$ cat src/rtl/noc_pkg.sv
// Shared NoC definitions: arbitration mode encodings and a clog2 helper.
package noc_pkg;

    typedef enum logic {
        MODE_RR    = 1'b0,
        MODE_FIXED = 1'b1
    } arb_mode_e;

    // Ceiling log2; returns 0 for values of 0 or 1.
    function automatic int unsigned clog2(input int unsigned value);
        int unsigned res;
        res = 0;
        for (int unsigned i = 0; i < 32; i++) begin
            if ((64'(1) << i) < 64'(value)) begin
                res = i + 1;
            end
        end
        return res;
    endfunction

endpackage

$ cat src/rtl/fifo_sync.sv
// Synchronous pointer-plus-count FIFO with show-ahead head and full/empty flags.
module fifo_sync
    import noc_pkg::*;
#(
    parameter int unsigned DATA_WIDTH = 32,
    parameter int unsigned FIFO_DEPTH = 4
) (
    input  logic                  clk,
    input  logic                  rst,
    input  logic                  push,
    input  logic [DATA_WIDTH-1:0] push_data,
    input  logic                  pop,
    output logic [DATA_WIDTH-1:0] head,
    output logic                  full,
    output logic                  empty
);

    localparam int unsigned PTR_W = clog2(FIFO_DEPTH);
    localparam int unsigned CNT_W = PTR_W + 1;

    logic [DATA_WIDTH-1:0] mem [FIFO_DEPTH];
    logic [PTR_W-1:0]      rd_ptr;
    logic [PTR_W-1:0]      wr_ptr;
    logic [CNT_W-1:0]      count;
    logic                  do_push;
    logic                  do_pop;

    assign do_push = push && !full;
    assign do_pop  = pop && !empty;
    assign full    = (count == CNT_W'(FIFO_DEPTH));
    assign empty   = (count == '0);
    assign head    = mem[rd_ptr];

    // Pointer and occupancy tracking; simultaneous push and pop leaves count unchanged.
    always_ff @(posedge clk or negedge rst) begin
        if (!rst) begin
            rd_ptr <= '0;
            wr_ptr <= '0;
            count  <= '0;
        end else begin
            if (do_push) begin
                wr_ptr <= wr_ptr + PTR_W'(1);
            end
            if (do_pop) begin
                rd_ptr <= rd_ptr + PTR_W'(1);
            end
            case ({do_push, do_pop})
                2'b10:   count <= count + CNT_W'(1);
                2'b01:   count <= count - CNT_W'(1);
                default: count <= count;
            endcase
        end
    end

    // Storage array write; contents are qualified by count, so no reset is needed.
    always_ff @(posedge clk) begin
        if (do_push) begin
            mem[wr_ptr] <= push_data;
        end
    end

endmodule

$ cat src/rtl/merge_switch_rr.sv
// N-to-1 buffered merge switch: per-input FIFOs, masked round-robin or
// fixed-priority arbitration, and a registered valid/ready output stage.
module merge_switch_rr
    import noc_pkg::*;
#(
    parameter  int unsigned DATA_WIDTH = 32,
    parameter  int unsigned NUM_IN     = 4,
    parameter  int unsigned FIFO_DEPTH = 4,
    localparam int unsigned IDX_W      = clog2(NUM_IN)
) (
    input  logic                         clk,
    input  logic                         rst,
    input  logic [NUM_IN-1:0]            i_valid,
    output logic [NUM_IN-1:0]            o_ready,
    input  logic [NUM_IN*DATA_WIDTH-1:0] i_data_bus,
    output logic                         o_valid,
    input  logic                         i_ready,
    output logic [DATA_WIDTH-1:0]        o_data_bus,
    output logic [IDX_W-1:0]             o_src,
    input  logic                         i_en,
    input  logic                         i_mode,
    input  logic [NUM_IN-1:0]            i_mask
);

    logic [NUM_IN-1:0]     full;
    logic [NUM_IN-1:0]     empty;
    logic [NUM_IN-1:0]     push;
    logic [NUM_IN-1:0]     pop;
    logic [NUM_IN-1:0]     eligible;
    logic [DATA_WIDTH-1:0] heads [NUM_IN];
    logic [2*NUM_IN-1:0]   req_dbl;
    logic [IDX_W-1:0]      last_gnt;
    logic [IDX_W-1:0]      gnt_idx;
    logic                  gnt_found;
    logic                  load;
    int unsigned           start;

    assign o_ready  = ~full;
    assign eligible = ~empty & i_mask;
    assign load     = i_en && (!o_valid || i_ready) && gnt_found;

    for (genvar k = 0; k < NUM_IN; k++) begin : g_fifo
        assign push[k] = i_valid[k] && !full[k];
        assign pop[k]  = load && (gnt_idx == IDX_W'(k));

        fifo_sync #(
            .DATA_WIDTH(DATA_WIDTH),
            .FIFO_DEPTH(FIFO_DEPTH)
        ) u_fifo (
            .clk      (clk),
            .rst      (rst),
            .push     (push[k]),
            .push_data(i_data_bus[k*DATA_WIDTH +: DATA_WIDTH]),
            .pop      (pop[k]),
            .head     (heads[k]),
            .full     (full[k]),
            .empty    (empty[k])
        );
    end

    // Arbiter: the request vector is duplicated and bits below the start index
    // are ignored, so the first hit wraps modulo NUM_IN. Fixed priority starts at 0.
    always_comb begin
        start     = (i_mode == MODE_FIXED) ? 0 : int'(last_gnt) + 1;
        req_dbl   = {eligible, eligible};
        gnt_found = 1'b0;
        gnt_idx   = '0;
        for (int unsigned i = 0; i < 2 * NUM_IN; i++) begin
            if (!gnt_found && (i >= start) && req_dbl[i]) begin
                gnt_found = 1'b1;
                gnt_idx   = IDX_W'(i % NUM_IN);
            end
        end
    end

    // Output register and round-robin pointer; an unreplaced handshake clears the stage.
    always_ff @(posedge clk or negedge rst) begin
        if (!rst) begin
            o_valid    <= 1'b0;
            o_data_bus <= '0;
            o_src      <= '0;
            last_gnt   <= IDX_W'(NUM_IN - 1);
        end else if (load) begin
            o_valid    <= 1'b1;
            o_data_bus <= heads[gnt_idx];
            o_src      <= gnt_idx;
            last_gnt   <= gnt_idx;
        end else if (i_ready) begin
            o_valid    <= 1'b0;
            o_data_bus <= '0;
            o_src      <= '0;
        end
    end

endmodule
$ cat config.mk
export PLATFORM = sky130hd
export DESIGN_NAME = merge_switch_rr
export DESIGN_NICKNAME = d
export VERILOG_FILES = /design/src/rtl/noc_pkg.sv /design/src/rtl/fifo_sync.sv /design/src/rtl/merge_switch_rr.sv
export SDC_FILE = /design/constraint.sdc
export NUM_CORES = 1
export LEC_CHECK = 0
export CORE_UTILIZATION = 50
export CTS_BUF_LIST = sky130_fd_sc_hd__clkbuf_2
export DETAILED_ROUTE_END_ITERATION = 10
export GPL_TIMING_DRIVEN = 0
export PLACE_DENSITY = 0.74
export SKIP_CTS_REPAIR_TIMING = 1
export SLEW_MARGIN = 0
export SYNTH_ARGS = -nofsm -noshare
export SYNTH_HDL_FRONTEND = slang
export SYNTH_SLANG_ARGS = --single-unit
$ cat constraint.sdc
create_clock -name clk -period 3.9 [get_ports clk]
set_clock_uncertainty 0.15 [all_clocks]
set_input_delay 0.78 -clock clk [delete_from_list [all_inputs] [get_ports clk]]
set_output_delay 0.78 -clock clk [all_outputs]
set_load 0.01 [all_outputs]
==> flow_summary.toml <==
[status]
outcome = "finished clean"

[drt]
num_vias = 12226
routedWlPerCell_microns = 22.97
drcViolationCount = 0
route.met3.wl_microns = 3918
highest_layer = "met5"
drt_iter0_drc = 980
wl_microns = 50040
vias_per_cell = 5.611
ant_nets = 0
wl_met2_microns = 24860
wl_met1_microns = 20600
first_pass_iters = 5

[clocking]
h-tree-depth = 4
clk_pin_slew_ns = 0.13
cts_tree = "yes"
clk-insertion-delay-late_ns = 1.05
clockBufferDepth = 3
root_buffer = "clkbuf_2"
cts_buffers = 144
clock_sinks = 577

[logic_synthesis]
postSynthCellCount = 1144
synthesis.nets = 1310
synth_edf_count = 512
synth_seq_cells = 577
synthDistinctLibCells = 49
synth_area_per_cell_sq_um = 19.96
async_flop_share_pct = 11.27
yosysSeqAreaShare_pct = 74.45
synth_common_cells = "512 x edfxtp_1, 128 x mux4_2, 63 x dfrtp_1, 50 x and3_1, 48 x nand2_1"
syn_area_sq_um = 22840
synth_most_common_cell = "edfxtp_1"
synthTopCellsByArea = "edfxtp_1 67%, mux4_2 13%, dfrtp_1 6.9%"
synth_warnings = 0
synth.largest_area_cell = "edfxtp_1"
synth_top_area_share_pct = 67.32
ys.flop_type = "edfxtp_1"

[setup_path]
required_ns = 4.71
crit_path_start_kind = "flip-flop"
cpPeakStageDelay_ns = 0.59
crit_path_cell_trace = "ha_1 > nor2b_1 > o21ba_2 > or2_2 > a31o_2 > o22a_1 > nor2_2 > ha_1 > inv_1 > fa_1 > xor2_1 > nor2_1 > xor2_1"
worst_path_max_delay_cell = "dfstp_2"
critPathTopFamily = "adder cells"
cp_max_fo = 7
crit_path_end_kind = "flip-flop"
cp.arrival_ns = 4.53
cp.buffers_inverters = 1
worstSetupPathType = "flip-flop to flip-flop"

[die]
start_util_pct = 51.20
core_area_sq_um = 44610
num_rows = 77
die_h_microns = 215.7
num_io_pins = 180
die_width_microns = 215.7
die-area_sq_um = 46540

[final_layout]
ff_latch_area_sq_um = 17000
area_delta_synth_final_pct = 17.49
nNetsFinal = 1642
drive_gt1_share_pct = 26.83
fillers = 3392
multi_input_area_sq_um = 5522

[timing]
whs_ns = 0.1896
final_max_slew_viol_count = 0
setup-violations-final = 0
worst_pin_slew_ns = 1.031
slew-limit-headroom_pct = 31.30
layout_setup_ws_ns = 0.1715
period_needed_ns = 3.728
period_share_pct = 95.60
hold_violations = 0
fmax_mhz = 268.2

[place]
preCtsSetupSlack_ns = -0.6309
gp_congestion = 0.8606
io_buffer_count = 179
dp_hpwl_microns = 33490

[power]
cellPowerDensity_nw_per_um2 = 716.9
irDropWorstVdd_v = 0.0003839
leakagePower_nw = 9.378

[grt]
grt_antenna_before_repair = 3
grt_max_degree = 66
grt_pass1_wl_microns = 75290
grt_usage_pct = 22.10
grt_pass1_vias = 12801
overflow = 0

[hold_path]
min-delay-path-class = "input port to flip-flop"

[flow_run]
max_cap_viol_count = 0
area by class of cell:
cell class / count / area share, %
Timing Repair Buffer: 186 / 7.060
Clock inverter: 26 / 0.4756
Antenna cell: 3 / 0.02798
Tap cell: 592 / 2.760
Buffer: 63 / 1.114
Multi-Input combinational cell: 478 / 20.58
Sequential cell: 577 / 63.37
Clock buffer: 228 / 4.253
Inverter: 26 / 0.3637
cells by family after synthesis:
family / synth area share, %
AO/OA/AOI/OAI: 4.147
XOR/XNOR: 0.9587
adder cells (fa/ha/maj): 1.501
buffers and inverters: 1.704
flip-flops: 74.45
multiplexers: 14.12
AND/OR/NAND/NOR: 3.123
registers in the layout, summed over array words and instances (netlist names):
signal and flops:
g_fifo.u_fifo.mem 512, o_data_bus 32, g_fifo.u_fifo.count 12, g_fifo.u_fifo.rd_ptr 8, g_fifo.u_fifo.wr_ptr 8, last_gnt 2
o_src 2, o_valid 1
report_power, final:
part / leakage, nW / switching [mW] / internal [mW]
registers: 5.49 / 0.471 / 8.24
clock network: 1.02 / 2.29 / 1.59
logic: 2.87 / 3.70 / 2.94
total: 9.38 / 6.46 / 12.8
worst paths after layout:
path,start,endpoint,slack (ns),cells past startpoint
worst max-delay path,last_gnt[0],g_fifo[2].u_fifo.count[2],0.17,13
worst min-delay path,i_data_bus[11],g_fifo[0].u_fifo.mem[3][11],0.19,1
worst max register to register,last_gnt[0],g_fifo[2].u_fifo.count[2],0.17,13
worst min register to register,o_src[0],o_src[0],0.35,2
max in group asynchronous,rst,o_data_bus[6],2.71,2
min in group asynchronous,rst,o_src[0],0.24,2
cells in the final DEF (no fill, tap or decap), types with 21 or more instances in the layout:
cell               n
a32oi_1           32
mux2i_1           33
a21oi_1           36
clkbuf_2         229
clkbuf_1          38
dfrtp_1           63
clkdlybuf4s50_1  178
mux4_2           128
edfxtp_1         512
nand2_1           48
and3_1            34
ha_1              21
a22oi_1           32
inv_1             26
metal layers:
metal / up-vias / global-route usage [%]
met3: 61 / 7.019
met4: 4 / 5.603
met2: 463 / 34.97
met1: 6246 / 29.89
met5: - / 0
li1: 5452 / -
per-stage QoR:
step	total power, mW	std cells	setup TNS [ns]	cell area, sq um	utilization (%)
4_1_cts	19.37	2173	-0.4450	26740	59.94
3_3_place_gp	15.27	1915	-32.64	25370	56.88
3_5_place_dp	15.50	1919	-3.135	25470	57.10
6_report	19.24	2179	0	26830	60.16
2_1_floorplan	13.06	1144	0	22840	-
5_1_grt	20.34	2177	-0.01316	26830	60.14
worst reg2reg max path, stage by stage (launching register included):
cell and delay, ns:
dfstp_2 0.59, ha_1 0.32, nor2b_1 0.18, o21ba_2 0.23, or2_2 0.29, a31o_2 0.23, o22a_1 0.25, nor2_2 0.30
ha_1 0.24, inv_1 0.06, fa_1 0.37, xor2_1 0.15, nor2_1 0.12, xor2_1 0.17
(Power assumes the default switching activity.)
